<file path="src/rtl/lzrw1_copy_engine.sv">
// LZRW1 copy engine: expands literal/copy tokens into a byte stream,
// writing every emitted byte into the history buffer it reads copies from.
//
// Ports:
//   clock, reset        rising-edge clock, sync active-high reset
//   tok_*               token input (valid/ready), literal or offset+length
//   out_*               byte output (valid/ready)
//   hb_wr_*, hb_data_in history write port (one write per emitted byte)
//   hb_rd_addr          history read address, hb_data_out is combinational
//   err                 sticky illegal-token flag
module lzrw1_copy_engine #(
  parameter int HISTORY_SIZE = 4096,
  parameter int ENTRY_WIDTH  = 8,
  parameter int LEN_WIDTH    = 5,
  localparam int ADDR_W      = $clog2(HISTORY_SIZE)
) (
  input  logic                   clock,
  input  logic                   reset,
  input  logic                   tok_valid,
  output logic                   tok_ready,
  input  logic                   tok_is_copy,
  input  logic [ENTRY_WIDTH-1:0] tok_literal,
  input  logic [ADDR_W-1:0]      tok_offset,
  input  logic [LEN_WIDTH-1:0]   tok_length,
  output logic                   out_valid,
  input  logic                   out_ready,
  output logic [ENTRY_WIDTH-1:0] out_data,
  output logic                   hb_wr_en,
  output logic [ADDR_W-1:0]      hb_wr_addr,
  output logic [ENTRY_WIDTH-1:0] hb_data_in,
  output logic [ADDR_W-1:0]      hb_rd_addr,
  input  logic [ENTRY_WIDTH-1:0] hb_data_out,
  output logic                   err
);

  typedef enum logic [1:0] {
    S_IDLE,
    S_LIT,
    S_COPY
  } state_t;

  localparam logic [LEN_WIDTH-1:0] MIN_LEN =
    LEN_WIDTH'(3);
  localparam logic [LEN_WIDTH-1:0] MAX_LEN =
    LEN_WIDTH'(18);
  localparam logic [LEN_WIDTH-1:0] ONE =
    LEN_WIDTH'(1);

  state_t r_state;
  state_t w_next;

  logic [ENTRY_WIDTH-1:0] r_lit;
  logic [ADDR_W-1:0]      r_off;
  logic [LEN_WIDTH-1:0]   r_rem;
  logic [ADDR_W-1:0]      r_wr_ptr;
  logic                   r_full;
  logic                   r_err;

  logic w_acc;
  logic w_bad;
  logic w_emit;

  assign w_acc  = tok_valid & tok_ready;
  assign w_emit = out_valid & out_ready;

  // Before the first wrap, only wr_ptr bytes exist behind the pointer.
  assign w_bad = tok_is_copy & (
      (tok_length < MIN_LEN) |
      (tok_length > MAX_LEN) |
      (tok_offset == '0) |
      (!r_full & (tok_offset > r_wr_ptr)));

  always_ff @(posedge clock) begin
    if (reset) r_state <= S_IDLE;
    else       r_state <= w_next;
  end

  always_comb begin
    w_next = r_state;
    unique case (r_state)
      S_IDLE: begin
        if (w_acc & !w_bad)
          w_next = tok_is_copy ? S_COPY : S_LIT;
      end
      S_LIT: begin
        if (out_ready) w_next = S_IDLE;
      end
      S_COPY: begin
        if (out_ready && r_rem == ONE)
          w_next = S_IDLE;
      end
      default: w_next = S_IDLE;
    endcase
  end

  always_comb begin
    tok_ready  = (r_state == S_IDLE);
    out_valid  = (r_state != S_IDLE);
    out_data   = r_lit;
    hb_rd_addr = r_wr_ptr;
    if (r_state == S_COPY) begin
      // Read pointer trails the write pointer by the fixed offset.
      hb_rd_addr = r_wr_ptr - r_off;
      out_data   = hb_data_out;
    end
    hb_wr_en   = out_valid & out_ready;
    hb_wr_addr = r_wr_ptr;
    hb_data_in = out_data;
    err        = r_err;
  end

  always_ff @(posedge clock) begin
    if (reset) begin
      r_lit    <= '0;
      r_off    <= '0;
      r_rem    <= '0;
      r_wr_ptr <= '0;
      r_full   <= 1'b0;
      r_err    <= 1'b0;
    end else begin
      if (w_acc & !tok_is_copy)
        r_lit <= tok_literal;
      if (w_acc & !w_bad & tok_is_copy) begin
        r_off <= tok_offset;
        r_rem <= tok_length;
      end else if (r_state == S_COPY
                   && out_ready) begin
        r_rem <= r_rem - ONE;
      end
      if (w_acc & w_bad)
        r_err <= 1'b1;
      if (w_emit) begin
        r_wr_ptr <= r_wr_ptr + 1'b1;
        if (r_wr_ptr == '1)
          r_full <= 1'b1;
      end
    end
  end

endmodule

</file>
<file path="config.mk">
export PLATFORM = sky130hd
export DESIGN_NAME = lzrw1_copy_engine
export DESIGN_NICKNAME = d
export VERILOG_FILES = /design/src/rtl/lzrw1_copy_engine.sv
export SDC_FILE = /design/constraint.sdc
export NUM_CORES = 1
export LEC_CHECK = 0
export CAP_MARGIN = 20
export CORE_AREA = 4 4 84 86
export CTS_CLUSTER_DIAMETER = 200
export DETAILED_ROUTE_END_ITERATION = 8
export DIE_AREA = 0 0 88 90
export PLACE_DENSITY = 0.79
export SYNTH_ARGS = -nofsm -noshare
export SYNTH_HDL_FRONTEND = slang
export SYNTH_SLANG_ARGS = --single-unit
</file>
<file path="constraint.sdc">
create_clock -name clock -period 2.9 [get_ports clock]
set_input_delay 0.58 -clock clock [delete_from_list [all_inputs] [get_ports clock]]
set_output_delay 0.58 -clock clock [all_outputs]
set_load 0.005 [all_outputs]
</file>
==> parameters.txt <==
Parameter                              Value

Outcome
  Status    finished with violations
  Violations in the final reports    negative setup slack

Placed design
  Cell count after placement    548
  Count of port buffers added during placement    81
  GPL Wtd Cong    0.828
  DP HPWL    6350 um

Synth
  Simple-gate share of the synthesized area    26.9%
  Share of the synthesized area in the top cell type    27.3%
  Primary FF master, synth    sky130_fd_sc_hd__dfxtp_1
  Synth warnings    0
  Most instantiated cells after synthesis    sky130_fd_sc_hd__nand2_1 (60), sky130_fd_sc_hd__dfxtp_1 (41), sky130_fd_sc_hd__inv_1 (29)
  Complex-gate fraction of the synthesized area    14.9%
  Count of flip-flops with a built-in enable after synthesis    0
  Post-Syn Nets    449
  Post-synthesis async set-or-reset flop share    0%
  Netlist area before placement    3010 sq um
  Synthesized flop and latch total    41
  Dominant combinational cell family by area after synthesis    simple AND/OR/NAND/NOR gates
  Parity-gate share of the synthesized area counting xor and xnor cells    6.12%
  Multiplexer fraction of the synthesized cell area    5.00%
  Most area-hungry cell type in the Yosys netlist    sky130_fd_sc_hd__dfxtp_1
  Count leader, synth    sky130_fd_sc_hd__nand2_1
  Cells after synthesis    384
  Sequential share of the synthesized area    27.3%
  Post-synthesis share of cell area spent on full adders, half adders and majority gates    11.5%
  Mean instance size in the synthesized netlist    7.83 sq um
  Ranking of synthesized cells by area    sky130_fd_sc_hd__dfxtp_1 (27%), sky130_fd_sc_hd__ha_1 (11%), sky130_fd_sc_hd__nand2_1 (7.5%)
  Count of unique library cells instantiated by Yosys    56

Clock tree
  Number of H-tree levels    2
  Cts bufs inserted    5
  Maximum buffer depth of the clock tree    2
  Buffer cell driving the clock tree root    sky130_fd_sc_hd__clkbuf_8
  Clock slew at reported path FFs    0.09 ns
  Latest clock arrival within the worst-skew pair    0.30 ns
  # clock sinks    41
  CTS tree    yes

Critical path
  Critical path capture point type    output port
  Data arrival time of the critical path    2.41 ns
  Buffer and inverter count on the worst path    2
  Worst Path Required    2.32 ns
  Cell with the largest stage delay on the worst path    sky130_fd_sc_hd__or4_4
  Reg-to-reg startpoint    hb_wr_addr[11]$_SDFFE_PP0P_
  Reg2reg setup slack    0.50 ns
  Maximum fanout count along the critical path    4
  Worst path top cell family by delay    compound AO/OA/AOI/OAI gates
  Reg-to-reg critical path endpoint    r_off[2]$_SDFFE_PP0P_
  Logic depth of the worst register-to-register path    9
  Critical path start-end classification    flop to output port
  Peak per-stage delay on the critical path    0.43 ns
  Launching element type of the critical path    flop
  Series of cell instances along the critical path    inv_2 -> ha_4 -> o21ai_4 -> a21oi_2 -> or4_4 -> a221o_1 -> mux2i_1 -> a211o_1 -> clkbuf_2

Die
  I/O pin cnt    82
  Die X-Extent    88 um
  Row Count    29
  Placeable core area    6280 sq um
  Initial Util    47.9%
  Die ar.    7920 sq um
  Die extent in y    90 um

Pwr
  Leak pwr    1.69 nW
  Pwr dens    325 nW/um^2
  Worst VDD drop    0.212 mV

GRT
  Total congestion overflow after global routing    0
  Via count of the first global-routing pass    2,985
  Global-route wire length before repair    14,000 um
  Maximum number of pins on one net before global-route repair    55
  Global router's overall resource usage    22.0%
  Antenna violations before repair    0

Finish
  Fraction of final layout cells sized beyond drive strength 1    18.6%
  Final layout net count    553
  Post-layout utilization of the core    68.7%
  Area growth syn-to-layout    43.6%
  Count of placed standard cells in the final layout, fillers left out    566
  Ant. Diodes    0
  Count of filler cells inserted in the layout    462

Timing
  Min Tclk post-route    2.99 ns
  Achievable Freq    335 MHz
  Worst-case clock skew    0.00830 ns
  Worst path setup slack after routing    -0.0868 ns
  Portion of the clock cycle consumed by the worst path in the final layout    103%
  Setup repair after global routing missed its margin    true
  Max Slew Vio Count    0
  Setup violation total in the final timing report    2
  Max transition margin    66.9%
  Worst-Margin Slew    0.495 ns
  Number of hold violations in the final report    0

Min path
  Endpoint of the worst hold-timing path    err$_SDFFE_PP0P_
  Min-delay src    err$_SDFFE_PP0P_
  Worst hold stages    2
  Class of the worst hold path    flop to flop

Run
  Number of max-cap violations    0

Route
  First DRT Iteration DRCs    180
  Vias    3,119
  Number of detailed-route iterations in the first pass    5
  Antenna viol nets, final    0
  Final routed DRC violation total    0
  Ratio of routed vias to standard cells    5.51
  Average wire length per cell after detail routing    15.8 um
  Final wirelength    8970 um
[where the power goes]
group	switching [mW]	internal [mW]
registers	0.0109	0.579
clock network	0.216	0.258
logic	0.150	0.189
[what timing repair did]
action / CTS / global route
hold buffers: 0 / 0
buffers inserted: 9 / 4
pin swaps: 11 / 7
resized for setup: 40 / 17
setup endpoints to repair: 8 / 9
[through the flow]
| stage | setup WS [ns] | instance area, sq um | setup TNS, ns | total power [mW] | hold slack (ns) |
|---|---|---|---|---|---|
| final | -0.0868 | 4320 | -0.125 | 1.40 | 0.449 |
| after global placement | -0.147 | 4020 | -0.499 | 0.901 | 0.435 |
| after detailed placement | -0.229 | 4020 | -0.912 | 0.909 | 0.441 |
| after floorplan | 0.336 | 3010 | 0 | 0.766 | 0.437 |
| after global routing | -0.174 | 4320 | -0.572 | 1.46 | 0.474 |
| after CTS | -0.181 | 4250 | -0.284 | 1.39 | 0.452 |
[layout make-up]
cell class              count  area, sq um  share of cell area [%]
clock buffers               5         68.8                    1.59
clock inverters             3         43.8                    1.01
inverters                  29          109                    2.52
multi-input cells         290         2050                    47.5
flip-flops and latches     41          832                    19.3
well taps                  77         96.3                    2.23
repair buffers            121         1110                    25.8
[cells in the final DEF, fill, tap and decap left out, types with 4 or more instances in the layout]
cell | netlist | final
sky130_fd_sc_hd__a21oi_1 | 19 | 17
sky130_fd_sc_hd__and3_1 | 5 | 5
sky130_fd_sc_hd__buf_4 | 8 | 37
sky130_fd_sc_hd__clkbuf_8 | 0 | 5
sky130_fd_sc_hd__clkdlybuf4s50_1 | 0 | 73
sky130_fd_sc_hd__dfxtp_1 | 41 | 34
sky130_fd_sc_hd__dfxtp_2 | 0 | 6
sky130_fd_sc_hd__ha_1 | 26 | 21
sky130_fd_sc_hd__ha_4 | 0 | 4
sky130_fd_sc_hd__inv_1 | 29 | 26
sky130_fd_sc_hd__mux2i_1 | 15 | 15
sky130_fd_sc_hd__nand2_1 | 60 | 60
sky130_fd_sc_hd__nand2b_1 | 28 | 28
sky130_fd_sc_hd__nand3_1 | 6 | 6
sky130_fd_sc_hd__nor2_1 | 22 | 22
sky130_fd_sc_hd__nor3_1 | 9 | 7
sky130_fd_sc_hd__o21ai_0 | 15 | 10
sky130_fd_sc_hd__o21ai_1 | 4 | 7
sky130_fd_sc_hd__or2_2 | 4 | 4
sky130_fd_sc_hd__xnor2_1 | 17 | 17
sky130_fd_sc_hd__xor2_1 | 4 | 4
[cells by family after synthesis]
logic type | Yosys count
and+or+nand+nor | 160
AOI/OAI and AO/OA | 67
buffers and inverters | 53
DFF | 41
adders and majority gates | 27
xor gates and xnor gates | 21
muxes | 15
[sequential cells by signal, indices dropped and copies added, names as in the netlist]
signal and cells:
err 1, r_state 2, r_lit 8, hb_wr_addr 12, r_off 12, r_full 1
r_rem 5
[per-layer routing]
metal	wire (um)	GRT usage, %
met1	3730	28.0
met2	4570	37.6
met3	512	3.02
met4	155	6.91
met5	0	0
[worst max-delay path by stage]
stage / from / to / cells after the start
after floorplan: hb_wr_addr[0]$_SDFFE_PP0P_ / hb_rd_addr[8] / 9
after detailed placement: r_off[2]$_SDFFE_PP0P_ / hb_rd_addr[11] / 9
after CTS: r_off[1]$_SDFFE_PP0P_ / hb_rd_addr[11] / 9
after global placement: hb_wr_addr[0]$_SDFFE_PP0P_ / hb_rd_addr[8] / 11
final: r_off[2]$_SDFFE_PP0P_ / hb_rd_addr[11] / 9
after global routing: r_off[2]$_SDFFE_PP0P_ / hb_rd_addr[11] / 9
[worst reg2reg max path: stages (launching register included)]
cell,delay [ns]
sky130_fd_sc_hd__dfxtp_1,0.42
sky130_fd_sc_hd__inv_1,0.14
sky130_fd_sc_hd__ha_1,0.33
sky130_fd_sc_hd__a21oi_1,0.18
sky130_fd_sc_hd__o21ai_1,0.16
sky130_fd_sc_hd__a2111oi_4,0.37
sky130_fd_sc_hd__a21oi_2,0.18
sky130_fd_sc_hd__nor2_4,0.16
sky130_fd_sc_hd__buf_12,0.17
sky130_fd_sc_hd__mux2i_1,0.21
Power figures use the tool's default switching activity.
